`src/rtl/ml_result_tx_pkg.sv`:
```
// Shared definitions for the ML result streamer: FSM encoding and AXI-Stream sizing.
// Build option ML_TX_HEADER_EN (see ml_result_tx) prefixes each frame with a word-count header.
package ml_result_tx_pkg;

    localparam int AXIS_DATA_W           = 32;
    localparam int DEFAULT_NUM_OUT_WORDS = 64;
    localparam int HDR_COUNT_W           = 16;

    typedef enum logic [1:0] {
        ST_IDLE = 2'd0,
        ST_SEND = 2'd1,
        ST_FIN  = 2'd2
    } tx_state_t;

endpackage

```
`src/rtl/ml_result_buf.sv`:
```
// Result buffer: DEPTH x DATA_W register array with one write port and an asynchronous read port.
// Writes to addresses at or beyond DEPTH are dropped.
module ml_result_buf #(
    parameter int DEPTH  = 64,
    parameter int DATA_W = 8,
    parameter int ADDR_W = 6
) (
    input  logic              clk,
    input  logic              wr_en,
    input  logic [ADDR_W-1:0] wr_addr,
    input  logic [DATA_W-1:0] wr_data,
    input  logic [ADDR_W-1:0] rd_addr,
    output logic [DATA_W-1:0] rd_data
);

    logic [DATA_W-1:0] mem [DEPTH];
    logic              addr_ok;

    assign addr_ok = ({1'b0, wr_addr} < (ADDR_W + 1)'(DEPTH));

    // NOTE: the storage array has no reset; its contents are only meaningful once written.
    always_ff @(posedge clk) begin
        if (wr_en && addr_ok) begin
            mem[wr_addr] <= wr_data;
        end
    end

    assign rd_data = mem[rd_addr];

endmodule

```
`src/rtl/ml_result_tx.sv`:
```
// Streams a buffered frame of ML result words out over AXI-Stream on each start request.
// Define ML_TX_HEADER_EN to prefix every frame with a header beat carrying NUM_OUT_WORDS.
module ml_result_tx
    import ml_result_tx_pkg::*;
#(
    parameter int NUM_OUT_WORDS = DEFAULT_NUM_OUT_WORDS,
    parameter int DATA_W        = 8
) (
    input  logic                             ACLK,
    input  logic                             ARESETN,
    input  logic                             wr_en,
    input  logic [$clog2(NUM_OUT_WORDS)-1:0] wr_addr,
    input  logic [DATA_W-1:0]                wr_data,
    input  logic                             start,
    output logic                             busy,
    output logic                             done,
    output logic                             M_AXIS_TVALID,
    output logic [AXIS_DATA_W-1:0]           M_AXIS_TDATA,
    output logic                             M_AXIS_TLAST,
    input  logic                             M_AXIS_TREADY
);

    localparam int AW = $clog2(NUM_OUT_WORDS);
`ifdef ML_TX_HEADER_EN
    localparam int NUM_BEATS = NUM_OUT_WORDS + 1;
`else
    localparam int NUM_BEATS = NUM_OUT_WORDS;
`endif
    localparam int              CNT_W     = $clog2(NUM_BEATS);
    localparam logic [CNT_W-1:0] LAST_BEAT = CNT_W'(NUM_BEATS - 1);

    tx_state_t              state, state_nxt;
    logic [CNT_W-1:0]       beat_idx, beat_idx_nxt;
    logic                   handshake;
    logic                   last_beat;
    logic [AW-1:0]          rd_addr;
    logic [DATA_W-1:0]      rd_data;
    logic [AXIS_DATA_W-1:0] beat_data;

    // Writes are locked out while a frame is streaming so the frame stays coherent.
    ml_result_buf #(
        .DEPTH  (NUM_OUT_WORDS),
        .DATA_W (DATA_W),
        .ADDR_W (AW)
    ) u_buf (
        .clk     (ACLK),
        .wr_en   (wr_en && !busy),
        .wr_addr (wr_addr),
        .wr_data (wr_data),
        .rd_addr (rd_addr),
        .rd_data (rd_data)
    );

`ifdef ML_TX_HEADER_EN
    assign rd_addr   = AW'(beat_idx - CNT_W'(1));
    assign beat_data = (beat_idx == '0) ? AXIS_DATA_W'(HDR_COUNT_W'(NUM_OUT_WORDS))
                                        : AXIS_DATA_W'(rd_data);
`else
    assign rd_addr   = AW'(beat_idx);
    assign beat_data = AXIS_DATA_W'(rd_data);
`endif

    // Outputs decode directly from registered state, so reset clears them without a clock.
    assign busy          = (state == ST_SEND);
    assign done          = (state == ST_FIN);
    assign last_beat     = (beat_idx == LAST_BEAT);
    assign M_AXIS_TVALID = busy;
    assign M_AXIS_TLAST  = busy && last_beat;
    assign M_AXIS_TDATA  = busy ? beat_data : '0;
    assign handshake     = M_AXIS_TVALID && M_AXIS_TREADY;

    // NOTE: sequential state uses non-blocking assignments so every register samples pre-edge values.
    always_ff @(posedge ACLK or negedge ARESETN) begin
        if (!ARESETN) begin
            state    <= ST_IDLE;
            beat_idx <= '0;
        end else begin
            state    <= state_nxt;
            beat_idx <= beat_idx_nxt;
        end
    end

    // NOTE: defaults come first so every path assigns every output and no latch is inferred.
    always_comb begin
        state_nxt    = state;
        beat_idx_nxt = beat_idx;
        case (state)
            ST_IDLE: begin
                if (start) begin
                    state_nxt    = ST_SEND;
                    beat_idx_nxt = '0;
                end
            end
            ST_SEND: begin
                if (handshake) begin
                    if (last_beat) begin
                        state_nxt    = ST_FIN;
                        beat_idx_nxt = '0;
                    end else begin
                        beat_idx_nxt = beat_idx + CNT_W'(1);
                    end
                end
            end
            ST_FIN: begin
                state_nxt = ST_IDLE;
            end
            default: begin
                state_nxt    = ST_IDLE;
                beat_idx_nxt = '0;
            end
        endcase
    end

endmodule
```
`config.mk`:
```
export PLATFORM = sky130hd
export DESIGN_NAME = ml_result_tx
export DESIGN_NICKNAME = d
export VERILOG_FILES = /design/src/rtl/ml_result_tx_pkg.sv /design/src/rtl/ml_result_buf.sv /design/src/rtl/ml_result_tx.sv
export SDC_FILE = /design/constraint.sdc
export NUM_CORES = 1
export LEC_CHECK = 0
export ABC_AREA = 1
export CAP_MARGIN = 0
export CORE_AREA = 2 2 241 243
export CTS_CLUSTER_DIAMETER = 200
export DETAILED_ROUTE_END_ITERATION = 10
export DIE_AREA = 0 0 243 245
export SYNTH_ARGS = -nofsm -noshare
export SYNTH_HDL_FRONTEND = slang
export SYNTH_SLANG_ARGS = --single-unit
```
`constraint.sdc`:
```
create_clock -name ACLK -period 2.1 [get_ports ACLK]
set_input_delay 0.21 -clock ACLK [delete_from_list [all_inputs] [get_ports ACLK]]
set_output_delay 0.21 -clock ACLK [all_outputs]
set_load 0.05 [all_outputs]
```
-- Word-level counts from Yosys, hierarchy flattened
Memory sizes are Yosys's and may differ from the RTL's.
Index checks and enable logic that the tools add are counted.
- register bits after elaboration: 8
- bits in writable memories: 512
- bits of input ports: 19
- output and inout bits: 36
- memories kept: 1
- memory list (name ; words ; width ; rd ports ; clocked after Yosys merged registers in ; wr ports ; RTL line ; text):
    u_buf.mem ; 64 ; 8 ; 1 ; 0 ; 1 ; ml_result_buf.sv:16 ; logic [DATA_W-1:0] mem [DEPTH];
- add/sub/neg operators: 1
- equal/unequal tests: 6
- muxes and demuxes: 11
- bitwise gates (word level): 1
- reductions and logical operators: 7
- operator list (cell ; number):
    $mux W6 ; 3
    $pmux W6 S3 ; 1
    $mux W8 ; 1
    $add A6 B1 Y6 const B ; 1
    $eq A6 B6 Y1 const B ; 1
    $mux W2 ; 3
    $reduce_and A3 Y1 ; 2
    $ne A2 B1 Y1 const B ; 2
    $pmux W2 S2 ; 1
    $logic_and A1 B1 Y1 ; 3
    $eq A2 B1 Y1 const B ; 1
    $eq A2 B2 Y1 const B ; 1
    $logic_not A2 Y1 ; 1
    $mux W1 ; 2
    $ne A2 B2 Y1 const B ; 1
    $logic_not A1 Y1 ; 1
    $not A1 Y1 ; 1

-- Longest topological paths before layout
Gate-level depths: netlist of run 1.
- word-level depth: 5
- depth in mapped cells: 16
- mapped depth without buffers: 13

-- Cells and area by module
From an unflattened synthesis of run 1, not the netlist that was laid out.
- cell total of the unflattened synthesis: 1902
- area, all modules: 21929.8 µm²
- modules (own cells, without submodules) (module ; times used ; cells each ; area an instance (µm²) ; sequential area each (µm²)):
    ml_result_buf ; 1 ; 1797 ; 21179.1 ; 15374.7
    ml_result_tx ; 1 ; 105 ; 750.7 ; 200.2

-- Least setup slack after synthesis of run 1
Ideal clock, no wire load.
- path kind: reg-to-output
- start: register state[1]
- end: output port M_AXIS_TDATA[1]
- data arrival time: 2089 ps
- data required time: 1890 ps
- setup slack: -199 ps
- cell stages (with the launch flop): 5
- path through: dfrtp_1 nor2_2 inv_1 clkbuf_1 a21oi_1
- longest elaborated chain between the ends: 2
- RTL lines (what ; RTL line ; text):
    from (decl) ; ml_result_tx.sv:32 ; tx_state_t state, state_nxt;
    from (signal assigned) ; ml_result_tx.sv:78 ; state <= state_nxt;
    $eq A2 B1 Y1 ; ml_result_tx.sv:64 ; assign busy = (state == ST_SEND);
    net M_AXIS_TVALID ; ml_result_tx.sv:17 ; output logic M_AXIS_TVALID,
    $mux W8 ; ml_result_tx.sv:69 ; assign M_AXIS_TDATA = busy ? beat_data : '0;
    to (decl) ; ml_result_tx.sv:18 ; output logic [AXIS_DATA_W-1:0] M_AXIS_TDATA,
The timed path passes the listed nets, and every way through them passes these cells.

-- Worst setup path after layout of run 1
- start: register beat_idx[0]
- end: output port M_AXIS_TDATA[3]
- longest elaborated chain between the ends: 2
- RTL lines (what ; RTL line ; text):
    from (decl) ; ml_result_tx.sv:33 ; logic [CNT_W-1:0] beat_idx, beat_idx_nxt;
    from (signal assigned) ; ml_result_tx.sv:79 ; beat_idx <= beat_idx_nxt;
    $mem_v2 Z64 W8 ; - ;
    $mux W8 ; ml_result_tx.sv:69 ;
No other way between the ends.

==> metrics.md, run 1 <==
| Metric | Value |
|---|---|
| I/O pins | `55` |
| Clock sink total | `520` |
| Htree depth | `2` |
| CP Class | `reg2out` |
| Max_slew headroom | `between 40% and 50%` |
| Nets | `2357` |
| Die Area | `0.0595 mm^2` |
| Setup TNS | `-7.24 ns` |
| Failing checks | `setup timing` |
| CP cell instances | `inv_12 > buf_16 > buf_12 > nand2_1 > nand2_1 > nand2_1 > nand3_1 > nand3_1 > nand2_1 > nand2_2 > nor2_2 > nor2_1 > nor2_1 > buf_4 > buf_12` |
| R2R Path End | `beat_idx[3]$_DFFE_PN0P_` |
| Final WS setup | `-0.880 ns` |
| Achievable Freq | `0.336 GHz` |
| Total of max-cap violations | `0` |
| Worst hold slack | `about 0.086 ns` |
| Async SR Flop Fraction | `1.54%` |
| Vias per inst | `approximately 4.9` |
| Worst skew pair latency | `0.61 ns` |
| Ratio of cells with drive above 1 in the final layout | `13.3%` |
| Slew @ Worst Pin | `0.850 ns` |
| I/O Buffers | `30` |
| Detail Placement HPWL | `36700 um` |
| Routed wire length | `59300 um` |
| Clock power frac | `27.8%` |
| Status | `finished with violations` |
| CTS clk-pin slew, worst paths | `0.06 ns` |
| Die width | `243 um` |
| RSZ-0062 raised after global routing | `true` |
| Initial Util | `39.5%` |
| Antenna violations before repair | `0` |
| P&R area growth vs syn | `19.2%` |
| Finish-stage setup viols | `9` |
| Maximum VDD drop | `roughly 0.95 mV` |
| Pin count of the biggest net entering global routing | `65` |
| Worst path arrival time | `2.77 ns` |
| Final Util | `47.1%` |
| DRC violations left | `0` |
| Slew Limit Fails | `0` |
| Syn avg cell area | `roughly 10 um^2` |
| Net Switching | `11800 uW` |
| Cell Area, Synth | `between 0.02 and 0.025 mm^2` |
| Commonest non-fill, non-tap cell in the layout | `nand2_1` |
| Logic gate share of total power | `37.6%` |
| Crit path max fanout | `18` |
| Leakage | `0.0109 uW` |
| Synth warnings | `0` |
| CTS root buf | `clkbuf_16` |
| Cell internal pwr | `21700 uW` |
| Reg-to-reg slack, setup | `roughly 0.17 ns` |
| Ant diodes | `0` |
| Row count | `88` |
| CP endpoint kind | `primary output` |
| Critical Path Start Type | `flip-flop` |
| Most common cell on crit path | `nand2_1` |
| Routed Antenna Nets | `0` |
| Register bit count reported by yosys | `520` |
| Sequential share of power | `34.6%` |
| Most used DFF post-synth | `edfxtp_1` |
| Final period util | `142%` |
| Total power | `33500 uW` |
| Register area share after synthesis | `69.1%` |
| Max incr delay on CP | `roughly 0.56 ns` |
| Largest family of logic cells by synthesized area | `simple AND/OR/NAND/NOR gates` |
| Post-Syn Instances | `about 2200` |
| Die height | `245 um` |
| Gpl congestion | `roughly 0.87` |
| CP Capture Point | `M_AXIS_TDATA[3]` |
| Switching share of total power | `around a third` |
| PD cells | `1250 mW/mm^2` |
| Core box area | `0.0570 mm^2` |
| Mux cell area share after synthesis | `0%` |
| Post-synth EDFFs | `~500` |
| Synth Area in Simple Gates | `22.2%` |
| Synth Area in Adders | `0.0555%` |
| Number of global-route vias before repair | `15106` |
| Hold Path Class | `in2reg` |
| Synth Area in XOR/XNOR | `0%` |
| R2r startpoint | `beat_idx[0]$_DFFE_PN0P_` |
| TritonCTS Buffers | `54` |
| Drt pass-1 iters | `7` |
| Global-route wire length before repair | `between 80000 and 90000 um` |
| WL per Instance | `18.9 um` |
| Buffer levels on the longest clock path | `3` |
| GR Util All Layers | `19.8%` |
| Cells on worst reg2reg path | `9` |
| Via count | `between 15000 and 20000` |
| Final clock skew | `about 0.021 ns` |
| Post-route minimum period | `2.98 ns` |
| WP data required | `1.89 ns` |
| 1st-iter DRT viols | `1291` |
| Most frequent cells in the layout | `nand2_1 (775), edfxtp_1 (512), nor2_1 (223), nand3_1 (217), inv_1 (178)` |
| Fin. Hold Viols | `0` |
| Complex-gate fraction of the synthesized area | `1.69%` |
| Yosys cell types | `28` |
| Worst-path cell with the longest stage delay | `dfrtp_4` |
| CP startpoint | `beat_idx[0]$_DFFE_PN0P_` |
| CTS tree | `yes` |
| Total gr overflow | `0` |
[Yosys cell counts (all sizes together) (2+ instances only)]
cell type | n | area share [%]
a21oi | 13 | 0.29
o21ai | 59 | 1.3
nand2 | 780 | 13
edfxtp | 512 | 68
clkbuf | 16 | 0.27
nand3 | 220 | 4.9
dfrtp | 8 | 0.89
nor3 | 3 | 0.067
nor2 | 235 | 3.9
nand4 | 8 | 0.22
inv | 186 | 3.1
buf | 111 | 3.6
clkinv | 2 | 0.033
[power by group through the flow]
stage	logic (uW)	registers, uW	clock network (uW)
2_1_floorplan	7030	11700	0
3_3_place_gp	12100	11800	0
3_5_place_dp	12100	11800	0
4_1_cts	12400	11600	9490
5_1_grt	13700	11600	9870
6_report	12600	11600	9330
[final cells by class]
class                   instances  area, um^2
inverters                     188         719
flip-flops and latches        520       15600
repair buffers                225        2360
fillers                      5248       30200
multi-input cells            1348        5540
clock buffers                  74        1490
clock inverters                25         223
well taps                     765         957
[worst max-delay path, delay by kind of cell, from the launching register on]
family        cells  cell delay [ns]
simple gates     10             0.84
flops             1             0.56
buf+inv           5             0.74
[per-stage QoR]
step,instances,worst slack [ns],area (um^2)
3_3_place_gp,3037,-0.414,24900
5_1_grt,3145,-1.03,26900
4_1_cts,3139,-0.921,26800
6_report,3145,-0.880,26900
2_1_floorplan,2183,-0.106,22600
3_5_place_dp,3037,-0.394,24900
[routing by layer]
layer | routed length [um] | global-route usage (%) | share of wire (%) | vias up
met4 | 1450 | 5.68 | 2.4 | 0
met1 | 25200 | 26.3 | 43 | 7458
met3 | 3810 | 3.54 | 6.4 | 98
met5 | 0 | 0 | 0 | -
li1 | - | - | - | 7420
met2 | 28800 | 33.2 | 49 | 494
[cell families after synthesis]
family,Yosys count
flops,520
compound gates,75
other cells,1
simple gates,1248
fa+ha+maj,1
buf+inv,315
[flip-flops by register name, summed over array words and instances (netlist names)]
register and flops:
beat_idx 6, state 2, u_buf.mem 512
[worst min-delay path by stage]
stage,start,slack (ns),to,cells after the start
finish,wr_data[2],0.09,u_buf.mem[9][2]$_DFFE_PP_,1
floorplan,ARESETN,-0.09,beat_idx[0]$_DFFE_PN0P_,0
CTS,wr_data[2],0.07,u_buf.mem[2][2]$_DFFE_PP_,1
global route,wr_data[2],0.08,u_buf.mem[10][2]$_DFFE_PP_,1
global placement,ARESETN,0.53,state[0]$_DFFE_PN0P_,1
detailed placement,ARESETN,0.55,state[1]$_DFFE_PN0P_,1
[what timing repair did]
item,CTS,global route
cloned,1,2
pin swaps,1,2
hold buffers,1,0
hold endpoints to repair,8,0
gates resized for setup,31,8
buffers inserted,1,4
endpoints found under the setup margin,12,11
No activity file was read; power rests on OpenSTA's default activity.
==> inputs of run 2 (changes only) <==
--- a/config.mk
+++ b/config.mk
@@ -6,7 +6,7 @@
 export NUM_CORES = 1
 export LEC_CHECK = 0
 export ABC_AREA = 1
-export CAP_MARGIN = 0
+export CAP_MARGIN = 10
 export CORE_AREA = 2 2 241 243
 export CTS_CLUSTER_DIAMETER = 200
 export DETAILED_ROUTE_END_ITERATION = 10
==> results of run 2 <==
No change in the layout: final DEF, timing and power equal those of run 1.
